`config.mk`:
```
export PLATFORM = sky130hd
export DESIGN_NAME = xs_video_timing
export DESIGN_NICKNAME = d
export VERILOG_FILES = /design/src/rtl/xs_video_timing.sv
export SDC_FILE = /design/constraint.sdc
export NUM_CORES = 1
export LEC_CHECK = 0
export CAP_MARGIN = 20
export CORE_MARGIN = 2
export CORE_UTILIZATION = 45
export CTS_CLUSTER_DIAMETER = 30
export DETAILED_ROUTE_END_ITERATION = 6
export GPL_ROUTABILITY_DRIVEN = 0
export PLACE_DENSITY = 0.74
export SLEW_MARGIN = 20
export SYNTH_ARGS = -nofsm -noshare
export SYNTH_HDL_FRONTEND = slang
export SYNTH_SLANG_ARGS = --single-unit
```
`constraint.sdc`:
```
create_clock -name Clk -period 2.2 [get_ports Clk]
set_clock_uncertainty 0.1 [all_clocks]
set_input_delay 0.22 -clock Clk [delete_from_list [all_inputs] [get_ports Clk]]
set_output_delay 0.22 -clock Clk [all_outputs]
set_load 0.005 [all_outputs]
```
`src/rtl/xs_video_timing.sv`:
```
// xs_video_timing
// Raster timing generator. Horizontal and vertical pixel counters behave like
// LS163-style loadable counter chains: they advance on a detected rising edge
// of the pixel enable and preset-load on terminal count. The counter states
// are decoded into blanking, sync and line/frame strobes.
//
// Ports:
//   Clk       - system clock, all state on its rising edge
//   Reset     - synchronous, active-high
//   Cen       - pixel enable; a sampled 0->1 transition is one pixel tick
//   Run       - count enable; ticks are ignored while low
//   HCNT      - horizontal count (9 bit)
//   VCNT      - vertical count (9 bit)
//   HBLANK    - high outside the active pixels
//   VBLANK    - high outside the active lines
//   HSYNC_n   - active-low horizontal sync
//   VSYNC_n   - active-low vertical sync
//   LINE_END  - one-Clk pulse in the cycle after HCNT wraps
//   FRAME_END - one-Clk pulse in the cycle after HCNT and VCNT wrap together
module xs_video_timing #(
  parameter logic [8:0] H_LOAD     = 9'd128,
  parameter logic [8:0] H_END      = 9'd511,
  parameter logic [8:0] HACT_START = 9'd136,
  parameter logic [8:0] HACT_END   = 9'd392,
  parameter logic [8:0] HS_START   = 9'd408,
  parameter logic [8:0] HS_END     = 9'd440,
  parameter logic [8:0] V_LOAD     = 9'd248,
  parameter logic [8:0] V_END      = 9'd511,
  parameter logic [8:0] VACT_START = 9'd264,
  parameter logic [8:0] VACT_END   = 9'd504,
  parameter logic [8:0] VS_START   = 9'd250,
  parameter logic [8:0] VS_END     = 9'd253
) (
  input  logic       Clk,
  input  logic       Reset,
  input  logic       Cen,
  input  logic       Run,
  output logic [8:0] HCNT,
  output logic [8:0] VCNT,
  output logic       HBLANK,
  output logic       VBLANK,
  output logic       HSYNC_n,
  output logic       VSYNC_n,
  output logic       LINE_END,
  output logic       FRAME_END
);

  logic       last_cen_p0;
  logic [8:0] hcnt_p0;
  logic [8:0] vcnt_p0;
  logic       line_end_p1;
  logic       frame_end_p1;

  logic tick;
  logic adv;
  logic h_wrap;
  logic v_wrap;

  // Stage 0: Cen edge detect and counter advance
  assign tick   = Cen & ~last_cen_p0;
  assign adv    = tick & Run;
  assign h_wrap = (hcnt_p0 == H_END);
  assign v_wrap = (vcnt_p0 == V_END);

  always_ff @(posedge Clk) begin
    if (Reset) begin
      // last_cen starts high so the first tick needs Cen seen low first
      last_cen_p0  <= 1'b1;
      hcnt_p0      <= H_LOAD;
      vcnt_p0      <= V_LOAD;
      line_end_p1  <= 1'b0;
      frame_end_p1 <= 1'b0;
    end else begin
      // Tracks Cen even while Run is low, so raising Run mid-pulse is not a tick
      last_cen_p0  <= Cen;
      // Stage 1: strobes registered from the wrap condition
      line_end_p1  <= adv & h_wrap;
      frame_end_p1 <= adv & h_wrap & v_wrap;
      if (adv) begin
        hcnt_p0 <= h_wrap ? H_LOAD : hcnt_p0 + 9'd1;
        if (h_wrap) begin
          vcnt_p0 <= v_wrap ? V_LOAD : vcnt_p0 + 9'd1;
        end
      end
    end
  end

  assign HCNT      = hcnt_p0;
  assign VCNT      = vcnt_p0;
  assign LINE_END  = line_end_p1;
  assign FRAME_END = frame_end_p1;

  // Decodes are combinational from the current counts (non-wrapping windows)
  assign HBLANK  = (hcnt_p0 < HACT_START) | (hcnt_p0 >= HACT_END);
  assign HSYNC_n = ~((hcnt_p0 >= HS_START) & (hcnt_p0 < HS_END));
  assign VBLANK  = (vcnt_p0 < VACT_START) | (vcnt_p0 >= VACT_END);
  assign VSYNC_n = ~((vcnt_p0 >= VS_START) & (vcnt_p0 < VS_END));

endmodule

```
==> summary.json <==
{
  "global_route": {
    "grt_usage": 0.224,
    "grt_start_max_net_pins": 15,
    "global_route_wire_length_before_repair_um": 4650,
    "gr-total-overflow": 0,
    "antenna_found_initial": 0,
    "via_count_of_the_first_global_routing_pass": 1022
  },
  "cells_and_area": {
    "layout.area.seq_um2": 429,
    "area_delta_synth_final_pct": 42.8,
    "nNetsFinal": 185,
    "fill_cells": 185,
    "area_of_combinational_cells_with_multiple_inputs_um2": 686,
    "diodes": 0,
    "final_cell_utilization_of_the_core": 0.693,
    "post_route_cells_drive_above_1_share": 0.186,
    "finalInstanceArea_um2": 1580
  },
  "logic_synthesis": {
    "synthesis.instances": 129,
    "synth_sequential_area_ratio": 0.381,
    "ys_warnings": 0,
    "yosys-top-cells-area": "sky130_fd_sc_hd__dfxtp_1 38%, sky130_fd_sc_hd__ha_1 9.1%, sky130_fd_sc_hd__nand3_1 5.4%, sky130_fd_sc_hd__a21oi_1 5.0%, sky130_fd_sc_hd__nand2_1 4.8%",
    "synth_largest_type_area_fraction": 0.381,
    "netlist_top_cells_count": "21 x sky130_fd_sc_hd__dfxtp_1, 14 x sky130_fd_sc_hd__nand2_1, 12 x sky130_fd_sc_hd__nand3_1",
    "synth_top_cell_by_area": "sky130_fd_sc_hd__dfxtp_1",
    "async_flop_share": 0,
    "most_instantiated_library_cell_after_synthesis": "sky130_fd_sc_hd__dfxtp_1",
    "syn_avg_cell_area_um2": 8.56,
    "yosys_register_bits": 21,
    "mappedNetlistArea_um2": 1100,
    "synthesis.nets": 141,
    "synth_flop_cell": "sky130_fd_sc_hd__dfxtp_1",
    "synth.distinct_cells": 31,
    "number_of_enable_type_register_cells_in_the_synthesized_netlist": 0
  },
  "routing": {
    "vias": 1127,
    "route.detailed.vias_per_inst": 5.64,
    "routed_wire_length_per_instance_um": 14.4,
    "postRouteAntennaNets": 0,
    "finalWirelength_um": 2880,
    "drtIter0Drc": 30,
    "remaining_drc_errors": 0,
    "drt_pre_antenna_iters": 4
  },
  "hold_path": {
    "min_delay_worst_endpoint": "VCNT[5]",
    "hp_class": "flip-flop to flip-flop",
    "hold_depth": 2,
    "holdCritStartpoint": "VCNT[5]"
  },
  "placed_design": {
    "detailed_place.area_um2": 1500,
    "place.port_buffers": 27,
    "dpl_worst_slack_ns": 0.0381,
    "dp.final_hpwl_um": 2130
  },
  "die": {
    "die-area_um2": 2870,
    "die_x_um": 53.6,
    "rows": 17,
    "starting_density_of_the_core": 0.485,
    "die_height_um": 53.6,
    "top_level_ports": 28,
    "core-area_um2": 2280
  },
  "clocking": {
    "cts_tree": "yes",
    "cts_buffer_depth": 2,
    "cts_buffers": 3,
    "path_clk_slew_ns": 0.12,
    "clock_tree.htree_level_count": 1,
    "clock_latency_on_the_worst_skew_pair_ns": 0.30,
    "clockRootBuffer": "sky130_fd_sc_hd__clkbuf_4",
    "cts_sinks": 21,
    "ctsHoldBuffers": 0
  },
  "run_status": {
    "outcome": "finished, final reports clean"
  },
  "power_and_ir_drop": {
    "vdd_drop_max_v": 0.000361,
    "cellLeakagePower_nw": 0.604,
    "power_density_nw_per_um2": 390,
    "report.power.total_mw": 0.615
  },
  "worst_setup_path": {
    "r2r-start": "HCNT[1]",
    "criticalPathCategory": "flip-flop to primary output",
    "path_max_fanout": 5,
    "setup.reg_to_reg.worst_slack_ns": 0.16,
    "worstPathRequired_ns": 1.88,
    "worst_r2r_endpoint": "VCNT[2]",
    "crit_path_end_kind": "primary output",
    "arrival_time_reported_for_the_critical_path_endpoint_ns": 1.78,
    "r2r.worst_path.cells": 7,
    "critPathLaunchType": "flip-flop"
  },
  "flow_run": {
    "cap_violations": 0
  },
  "sta": {
    "post-route-period-util": 0.953,
    "clock.fmax_mhz": 477,
    "worst_slew_margin_rel": 0.674,
    "final_period_minus_worst_setup_slack_ns": 2.10,
    "worst_slack_ns": 0.103,
    "post_route_setup_tns_ns": 0,
    "report.final.setup_viol": 0,
    "rsz0062_at_grt": "false",
    "worst-slew-pin-transition_ns": 0.486,
    "drv_slew": 0,
    "timing_hold_violations_final": 0
  }
}
-- metrics by stage --
stage,hold WS (ns),instances
4_1_cts,0.441,200
3_3_place_gp,0.434,195
2_1_floorplan,0.227,129
6_report,0.436,200
5_1_grt,0.466,200
3_5_place_dp,0.448,195
-- sequential cells by signal (all words and copies together), names as in the netlist --
signal,flops
HCNT,9
VCNT,9
FRAME_END,1
LINE_END,1
last_cen_p0,1
-- critical path, cell delays in order, from the launching register on --
cell                            delay [ns]
sky130_fd_sc_hd__dfxtp_2              0.39
sky130_fd_sc_hd__nand2_1              0.11
sky130_fd_sc_hd__or3_4                0.36
sky130_fd_sc_hd__or3_1                0.34
sky130_fd_sc_hd__dlygate4sd2_1        0.27
-- final cells by class --
cell class	instances	share of cell area
Multi-Input combinational cell	100	0.435
Sequential cell	21	0.272
Timing Repair Buffer	41	0.240
Tap cell	28	0.0222
Clock buffer	4	0.0167
Inverter	6	0.0143
-- layer usage --
metal	vias up	track usage	part of all wire
li1	561	-	-
met1	531	0.281	0.47
met2	29	0.374	0.48
met3	6	0.0333	0.036
met4	0	0.111	0.017
met5	-	0	0
-- power by group --
part	total [mW]	switching, mW	internal (mW)
Clock	0.189	0.118	0.0707
Combinational	0.0418	0.0208	0.0209
Sequential	0.384	0.00194	0.382
Total	0.615	0.141	0.474
-- worst max-delay path by stage --
stage | from | end | slack, ns | depth (start not counted)
final | VCNT[6] | VSYNC_n | 0.10 | 4
after global placement | HCNT[0] | VCNT[2] | 0.18 | 7
after detailed placement | HCNT[1] | VCNT[7] | 0.04 | 7
after floorplan | HCNT[0] | VCNT[2] | 0.24 | 7
after CTS | HCNT[3] | HBLANK | 0.007 | 4
after global routing | HCNT[1] | VCNT[2] | 0.005 | 7
-- cells by family (layout without fill, tap and decap cells) --
logic type | count (synthesis) | in the layout | share of synthesized area
and+or+nand+nor | 61 | 61 | 0.323
AOI/OAI and AO/OA | 28 | 28 | 0.155
DFF | 21 | 21 | 0.381
adders and majority gates | 8 | 8 | 0.0906
buffers and inverters | 8 | 51 | 0.0272
xor gates and xnor gates | 3 | 3 | 0.0238
-- layout by cell type (no fill, tap or decap), types with 2 or more instances in the layout --
| cell | n |
|---|---|
| sky130_fd_sc_hd__clkdlybuf4s50_1 | 24 |
| sky130_fd_sc_hd__dfxtp_1 | 16 |
| sky130_fd_sc_hd__nand2_1 | 14 |
| sky130_fd_sc_hd__buf_4 | 14 |
| sky130_fd_sc_hd__nand3_1 | 12 |
| sky130_fd_sc_hd__a21oi_1 | 11 |
| sky130_fd_sc_hd__nor2_1 | 7 |
| sky130_fd_sc_hd__or3_1 | 7 |
| sky130_fd_sc_hd__ha_1 | 7 |
| sky130_fd_sc_hd__inv_1 | 6 |
| sky130_fd_sc_hd__or4_1 | 6 |
| sky130_fd_sc_hd__o21ai_0 | 6 |
| sky130_fd_sc_hd__dfxtp_2 | 4 |
| sky130_fd_sc_hd__o31ai_1 | 4 |
| sky130_fd_sc_hd__nand2b_1 | 3 |
| sky130_fd_sc_hd__clkbuf_4 | 3 |
| sky130_fd_sc_hd__o41ai_2 | 2 |
| sky130_fd_sc_hd__xnor2_1 | 2 |
| sky130_fd_sc_hd__nand4b_1 | 2 |
| sky130_fd_sc_hd__dlymetal6s2s_1 | 2 |
-- what timing repair did --
item / 4_1_cts / 5_1_grt
buffers inserted: 1 / 0
hold endpoints to repair: 0 / 0
endpoints found under the setup margin: 3 / 15
gates resized for setup: 9 / 5
Power figures use the tool's default switching activity.
